`config.mk`:
```
export PLATFORM = sky130hd
export DESIGN_NAME = jtbubl_mcubus_flat
export DESIGN_NICKNAME = d
export VERILOG_FILES = /design/src/rtl/jtbubl_mcubus_if.sv /design/src/rtl/jtbubl_mcubus.sv /design/src/flat_wrapper.sv
export SDC_FILE = /design/constraint.sdc
export NUM_CORES = 1
export LEC_CHECK = 0
export CAP_MARGIN = 25
export CORE_MARGIN = 1
export CORE_UTILIZATION = 43
export DETAILED_ROUTE_END_ITERATION = 8
export GPL_ROUTABILITY_DRIVEN = 0
export GPL_TIMING_DRIVEN = 0
export PLACE_DENSITY = 0.85
export SETUP_SLACK_MARGIN = 0.05
export SYNTH_ARGS = -nofsm -noshare
export SYNTH_HDL_FRONTEND = slang
export SYNTH_SLANG_ARGS = --single-unit
```
`constraint.sdc`:
```
create_clock -name clk -period 3.7 [get_ports clk]
set_clock_uncertainty 0.05 [all_clocks]
set_input_delay 0.37 -clock clk [delete_from_list [all_inputs] [get_ports clk]]
set_output_delay 0.37 -clock clk [all_outputs]
set_load 0.005 [all_outputs]
```
`src/rtl/jtbubl_mcubus_if.sv`:
```
// jtbubl_mcubus_if: MCU port, shared RAM and host interrupt signals of the MCU bridge
interface jtbubl_mcubus_if #(
    parameter int AW = 12,
    parameter int RW = 10
);
    logic          cen;
    logic [AW-1:0] mcu_addr;
    logic          mcu_strobe;
    logic          mcu_wr_n;
    logic [7:0]    mcu_dout;
    logic [7:0]    ram_q;
    logic [RW-1:0] ram_addr;
    logic          ram_we;
    logic [7:0]    ram_din;
    logic          ram_sel;
    logic [7:0]    mcu_rdata;
    logic [7:0]    int_vector;
    logic          irq_trig;
    logic          mcu_irq;
    logic          host_int_src;
    logic          host_ack;
    logic          host_int_n;

    modport master(
        output cen, mcu_addr, mcu_strobe, mcu_wr_n, mcu_dout, ram_q, irq_trig, host_int_src, host_ack,
        input  ram_addr, ram_we, ram_din, ram_sel, mcu_rdata, int_vector, mcu_irq, host_int_n
    );

    modport slave(
        input  cen, mcu_addr, mcu_strobe, mcu_wr_n, mcu_dout, ram_q, irq_trig, host_int_src, host_ack,
        output ram_addr, ram_we, ram_din, ram_sel, mcu_rdata, int_vector, mcu_irq, host_int_n
    );
endinterface

```
`src/rtl/jtbubl_mcubus.sv`:
```
// jtbubl_mcubus: strobe-driven bridge from MCU ports to shared RAM, vector latch, MCU IRQ and host INT
module jtbubl_mcubus #(
    parameter int                AW       = 12,
    parameter int                RW       = 10,
    parameter logic [AW-RW-1:0]  WIN      = 2'b11,
    parameter logic [RW-1:0]     VEC_ADDR = '0,
    parameter logic [7:0]        VEC_RST  = 8'h2E,
    parameter int                IRQLEN   = 16,
    parameter int                INTTO    = 0
) (
    input logic           clk,
    input logic           rst,
    jtbubl_mcubus_if.slave bus
);
    localparam int CW = IRQLEN > 1 ? $clog2(IRQLEN) : 1;
    localparam int TW = INTTO > 1 ? $clog2(INTTO) : 1;
    localparam logic [CW-1:0] CNT_END = CW'(IRQLEN - 1);
    localparam logic [TW-1:0] TO_END  = TW'(INTTO > 0 ? INTTO - 1 : 0);

    logic          armed;
    logic          strobe_l;
    logic          trig_l;
    logic          src_l;
    logic [CW-1:0] cnt;
    logic [TW-1:0] tcnt;
    logic          stb_edge;
    logic          trig_edge;
    logic          src_edge;
    logic          in_win;

    // armed masks the first cen after reset so stale tracker values never fire
    assign stb_edge  = bus.cen & armed & bus.mcu_strobe & ~strobe_l;
    assign trig_edge = bus.cen & armed & ~bus.irq_trig & trig_l;
    assign src_edge  = bus.cen & armed & bus.host_int_src & ~src_l;
    assign in_win    = bus.mcu_addr[AW-1:RW] == WIN;
    assign bus.mcu_rdata = bus.ram_sel ? bus.ram_q : 8'hFF;

    always_ff @(posedge clk) begin
        if (rst) begin
            armed    <= 1'b0;
            strobe_l <= 1'b1;
            trig_l   <= 1'b1;
            src_l    <= 1'b0;
        end else if (bus.cen) begin
            armed    <= 1'b1;
            strobe_l <= bus.mcu_strobe;
            trig_l   <= bus.irq_trig;
            src_l    <= bus.host_int_src;
        end
    end

    always_ff @(posedge clk) begin
        if (rst) begin
            bus.ram_we     <= 1'b0;
            bus.ram_sel    <= 1'b0;
            bus.ram_din    <= 8'h00;
            bus.ram_addr   <= '0;
            bus.int_vector <= VEC_RST;
        end else if (stb_edge) begin
            bus.ram_sel <= in_win;
            bus.ram_we  <= in_win & ~bus.mcu_wr_n;
            if (in_win) begin
                bus.ram_addr <= bus.mcu_addr[RW-1:0];
                bus.ram_din  <= bus.mcu_dout;
                if (!bus.mcu_wr_n && bus.mcu_addr[RW-1:0] == VEC_ADDR)
                    bus.int_vector <= bus.mcu_dout;
            end
        end else if (bus.cen) begin
            bus.ram_we <= 1'b0;
        end
    end

    // a new request restarts the count, stretching rather than doubling the pulse
    always_ff @(posedge clk) begin
        if (rst) begin
            bus.mcu_irq <= 1'b0;
            cnt         <= '0;
        end else if (trig_edge) begin
            bus.mcu_irq <= 1'b1;
            cnt         <= '0;
        end else if (bus.cen && bus.mcu_irq) begin
            if (cnt == CNT_END)
                bus.mcu_irq <= 1'b0;
            else
                cnt <= cnt + 1'b1;
        end
    end

    // ack is checked before cen so it clears immediately and swallows a coincident edge
    always_ff @(posedge clk) begin
        if (rst) begin
            bus.host_int_n <= 1'b1;
            tcnt           <= '0;
        end else if (bus.host_ack) begin
            bus.host_int_n <= 1'b1;
            tcnt           <= '0;
        end else if (src_edge) begin
            bus.host_int_n <= 1'b0;
            tcnt           <= '0;
        end else if (INTTO > 0 && bus.cen && !bus.host_int_n) begin
            if (tcnt == TO_END)
                bus.host_int_n <= 1'b1;
            else
                tcnt <= tcnt + 1'b1;
        end
    end
endmodule

```
`src/flat_wrapper.sv`:
```
// flat-port wrapper written by rule: the top's interface ports become plain ports
module jtbubl_mcubus_flat 
#(
    parameter int                AW       = 12,
    parameter int                RW       = 10,
    parameter logic [AW-RW-1:0]  WIN      = 2'b11,
    parameter logic [RW-1:0]     VEC_ADDR = '0,
    parameter logic [7:0]        VEC_RST  = 8'h2E,
    parameter int                IRQLEN   = 16,
    parameter int                INTTO    = 0
)
  (clk, rst, bus_cen, bus_mcu_addr, bus_mcu_strobe, bus_mcu_wr_n, bus_mcu_dout, bus_ram_q, bus_irq_trig, bus_host_int_src, bus_host_ack, bus_ram_addr, bus_ram_we, bus_ram_din, bus_ram_sel, bus_mcu_rdata, bus_int_vector, bus_mcu_irq, bus_host_int_n);
  jtbubl_mcubus_if #(.AW(AW), .RW(RW)) bus_i ();
  input logic clk;
  input logic rst;
  input wire logic [$bits(bus_i.cen)-1:0] bus_cen;
  input wire logic [$bits(bus_i.mcu_addr)-1:0] bus_mcu_addr;
  input wire logic [$bits(bus_i.mcu_strobe)-1:0] bus_mcu_strobe;
  input wire logic [$bits(bus_i.mcu_wr_n)-1:0] bus_mcu_wr_n;
  input wire logic [$bits(bus_i.mcu_dout)-1:0] bus_mcu_dout;
  input wire logic [$bits(bus_i.ram_q)-1:0] bus_ram_q;
  input wire logic [$bits(bus_i.irq_trig)-1:0] bus_irq_trig;
  input wire logic [$bits(bus_i.host_int_src)-1:0] bus_host_int_src;
  input wire logic [$bits(bus_i.host_ack)-1:0] bus_host_ack;
  output wire logic [$bits(bus_i.ram_addr)-1:0] bus_ram_addr;
  output wire logic [$bits(bus_i.ram_we)-1:0] bus_ram_we;
  output wire logic [$bits(bus_i.ram_din)-1:0] bus_ram_din;
  output wire logic [$bits(bus_i.ram_sel)-1:0] bus_ram_sel;
  output wire logic [$bits(bus_i.mcu_rdata)-1:0] bus_mcu_rdata;
  output wire logic [$bits(bus_i.int_vector)-1:0] bus_int_vector;
  output wire logic [$bits(bus_i.mcu_irq)-1:0] bus_mcu_irq;
  output wire logic [$bits(bus_i.host_int_n)-1:0] bus_host_int_n;
  assign bus_i.cen = bus_cen;
  assign bus_i.mcu_addr = bus_mcu_addr;
  assign bus_i.mcu_strobe = bus_mcu_strobe;
  assign bus_i.mcu_wr_n = bus_mcu_wr_n;
  assign bus_i.mcu_dout = bus_mcu_dout;
  assign bus_i.ram_q = bus_ram_q;
  assign bus_i.irq_trig = bus_irq_trig;
  assign bus_i.host_int_src = bus_host_int_src;
  assign bus_i.host_ack = bus_host_ack;
  assign bus_ram_addr = bus_i.ram_addr;
  assign bus_ram_we = bus_i.ram_we;
  assign bus_ram_din = bus_i.ram_din;
  assign bus_ram_sel = bus_i.ram_sel;
  assign bus_mcu_rdata = bus_i.mcu_rdata;
  assign bus_int_vector = bus_i.int_vector;
  assign bus_mcu_irq = bus_i.mcu_irq;
  assign bus_host_int_n = bus_i.host_int_n;
  jtbubl_mcubus #(.AW(AW), .RW(RW), .WIN(WIN), .VEC_ADDR(VEC_ADDR), .VEC_RST(VEC_RST), .IRQLEN(IRQLEN), .INTTO(INTTO)) u_core (.clk(clk), .rst(rst), .bus(bus_i));
endmodule
```
==> results by group <==
Yosys
  – Syn Std Cell Area: roughly 0.0015 mm²
  – Largest family of logic cells by synthesized area: simple AND/OR/NAND/NOR gates
  – Multiplexer area fraction after synthesis: 18.2%
  – Distinct cells, synth: 24
  – Syn. warnings: 0
  – Register area share after synthesis: 49.4%
  – Fraction of the mapped netlist area in simple logic gates: approximately a quarter
  – Synth Area in Compound Gates: under 10%
  – Synth Instances: between 150 and 200
  – Yosys reg bits: 38
  – Synth Net Count: between 150 and 200
  – Adder-cell share of the synthesized area: less than 1%
  – Avg Cell Area, Syn: 10.1 µm²
  – Xor/xnor share of the synthesized area: around 1.1%

GRT
  – GR Overflow Total: 0
  – First-pass GRT wire length: approximately 5400 µm
  – GR Util met3: approximately 7.7%
  – Vias in the first global route: roughly 1.3k
  – Met2 GRT Util: between 30% and 40%
  – GRT Overall Usage: a little under 20%
  – Largest net degree at the start of global routing: 11
  – Initial antenna violation count: 0
  – Most used routing layer: met2
  – M1 GR Usage: between 10% and 20%

Routing
  – DRC viols: 0
  – Antenna viol nets, final: 0
  – Drt pass-1 iters: 4
  – Via count: approximately 1.4k
  – Vias/cell: about 5
  – Initial DRC count: 33
  – WL final: 3480 µm
  – WL/cell: between 10 and 15 µm

Placement
  – Area after DPL: between 0.002 and 0.0025 mm²
  – Placed Cells: about 270
  – Port-buffer cells: 73
  – Pre-CTS setup slack: around 1.4 ns
  – DP HPWL: approximately 2600 µm

STA
  – Final Max Tran Viols: 0
  – Final setup TNS: 0 ns
  – Max Freq: 0.532 GHz
  – Setup Viol. Count Final: 0
  – Min Hold Slack: roughly 0.42 ns
  – Slew HR: between 60% and 70%
  – PnR worst setup slack: between 1.5 and 2 ns
  – Hold Vio Cnt, Final: 0
  – Final min period: ~1.9 ns
  – RSZ-0062 raised after global routing: no
  – Worst-Margin Slew: slightly above 0.5 ns
  – Crit share post-route: roughly 51%

Setup path
  – Crit path max-delay cell type: clkdlybuf4s50_1
  – Max incr delay on CP: 0.54 ns
  – Reg2Reg Depth: 5
  – Critical-path cell list: clkdlybuf4s50_1, nand4b_2, nor2_4, buf_4, mux2i_1, nor2_1
  – Critical Path AT: roughly 2 ns
  – Startpoint Class: input port
  – Worst setup EP type: flip-flop
  – Crit-path max FO: 10
  – Crit Path Category: in -> reg
  – WP data required: roughly 3.9 ns

Final layout
  – Commonest non-fill, non-tap cell in the layout: clkdlybuf4s50_1
  – Nets: 270
  – Post-route insts no fill: between 200 and 300
  – Most frequent cells in the layout: clkdlybuf4s50_1 (73), dfxtp_1 (38), nor2_1 (34), mux2i_1 (28), nand2b_1 (18)
  – Area growth syn-to-layout: 54.1%
  – Share of layout cells above drive strength 1: 4.29%
  – Post-layout util: 70.1%
  – # diodes: 0
  – Post-route design area: approximately 0.0024 mm²

Run status
  – Status: complete, no violations

Floorplan
  – Core area: 0.00339 mm²
  – Die height: slightly above 60 µm
  – Row cnt: 21
  – Die width: roughly 62 µm
  – Die ar.: between 0.003 and 0.004 mm²
  – # IOs: 74
  – Initial Utilization: 45.5%

Power and ir drop
  – Pwr per Cell Area: 288 mW/mm²
  – Static leakage: 0.899 nW
  – Peak VDD IR: a little over 0.2 mV
  – Total power: a little under 700 µW

Clock tree
  – # Post-CTS Setup Buffers: 0
  – Clock sinks: 38
  – H-tree depth: 2
  – Worst-path clk slew: 0.10 ns
  – Cts bufs inserted: 5
  – CTS tree: built
  – Post-CTS sizing: 0
  – Clock Path Buffers: 2
  – CTS Root Cell: clkbuf_4
  – Hold-fix buffers, CTS: 0
  – Worst-Skew Late Latency: 0.33 ns

Min path
  – Hold Path Class: reg -> reg
  – Hold Path Stages: 1

Job
  – Max-Cap Viols: 0
[layer usage]
layer	up-vias	wire length (µm)
met5	-	0
met4	0	78
met3	8	326
met2	52	1690
met1	626	1390
li1	682	-
[worst paths after layout]
path / slack, ns / from / endpoint
max: 1.82 / bus_cen / u_core.bus.ram_din[0]
min: 0.42 / u_core.bus.host_int_n / u_core.bus.host_int_n
max reg2reg: 1.99 / u_core.armed / u_core.bus.ram_din[0]
min reg2reg: 0.42 / u_core.bus.host_int_n / u_core.bus.host_int_n
[power breakdown]
group,internal [mW],leakage (nW),switching [mW]
logic,0.0467,0.566,0.0254
clock network,0.0717,0.0254,0.123
registers,0.413,0.307,0.00314
total,0.532,0.899,0.152
[critical path: cells and delay by family]
kind                   cells  cell delay (ns)
buffers and inverters      2             0.83
AND/OR/NAND/NOR            3             0.61
multiplexers               1             0.22
[sequential cells by signal, summed over array words and instances, names as in the netlist, 4 cells and up]
register and cells:
u_core.bus.ram_din 8, u_core.bus.ram_addr 10, u_core.bus.int_vector 8, u_core.cnt 4
[cell type report]
class                      instances  area (µm²)
tap                               46        57.6
multi-input combinational        108         743
sequential                        38         761
timing repair buffer              73         731
buffer                             7        37.5
clock buffer                       7        45.0
fill                             257        1010
[Yosys cell counts]
cell type	number	area, µm²
nor2_4	1	11.3
nand4b_2	1	15.0
a31oi_1	2	12.5
nor4_1	2	12.5
nor2b_1	2	12.5
ha_1	1	12.5
xnor2_1	2	17.5
mux2i_1	28	280
nand4b_1	2	17.5
buf_1	1	3.75
buf_6	1	11.3
or3_1	1	6.26
nand4b_4	1	23.8
a211o_1	3	26.3
nand4_1	1	6.26
nand2b_1	18	113
a21oi_1	3	15.0
nand3_1	1	5.00
clkbuf_1	4	15.0
nand2_1	3	11.3
buf_4	1	7.51
dfxtp_1	38	761
a311oi_1	2	17.5
nor2_1	34	128
[cell families after synthesis]
family,after synthesis
compound gates,10
xor+xnor,2
fa+ha+maj,1
buf+inv,7
flops,38
mux,28
simple gates,67
(Power assumes the default switching activity.)
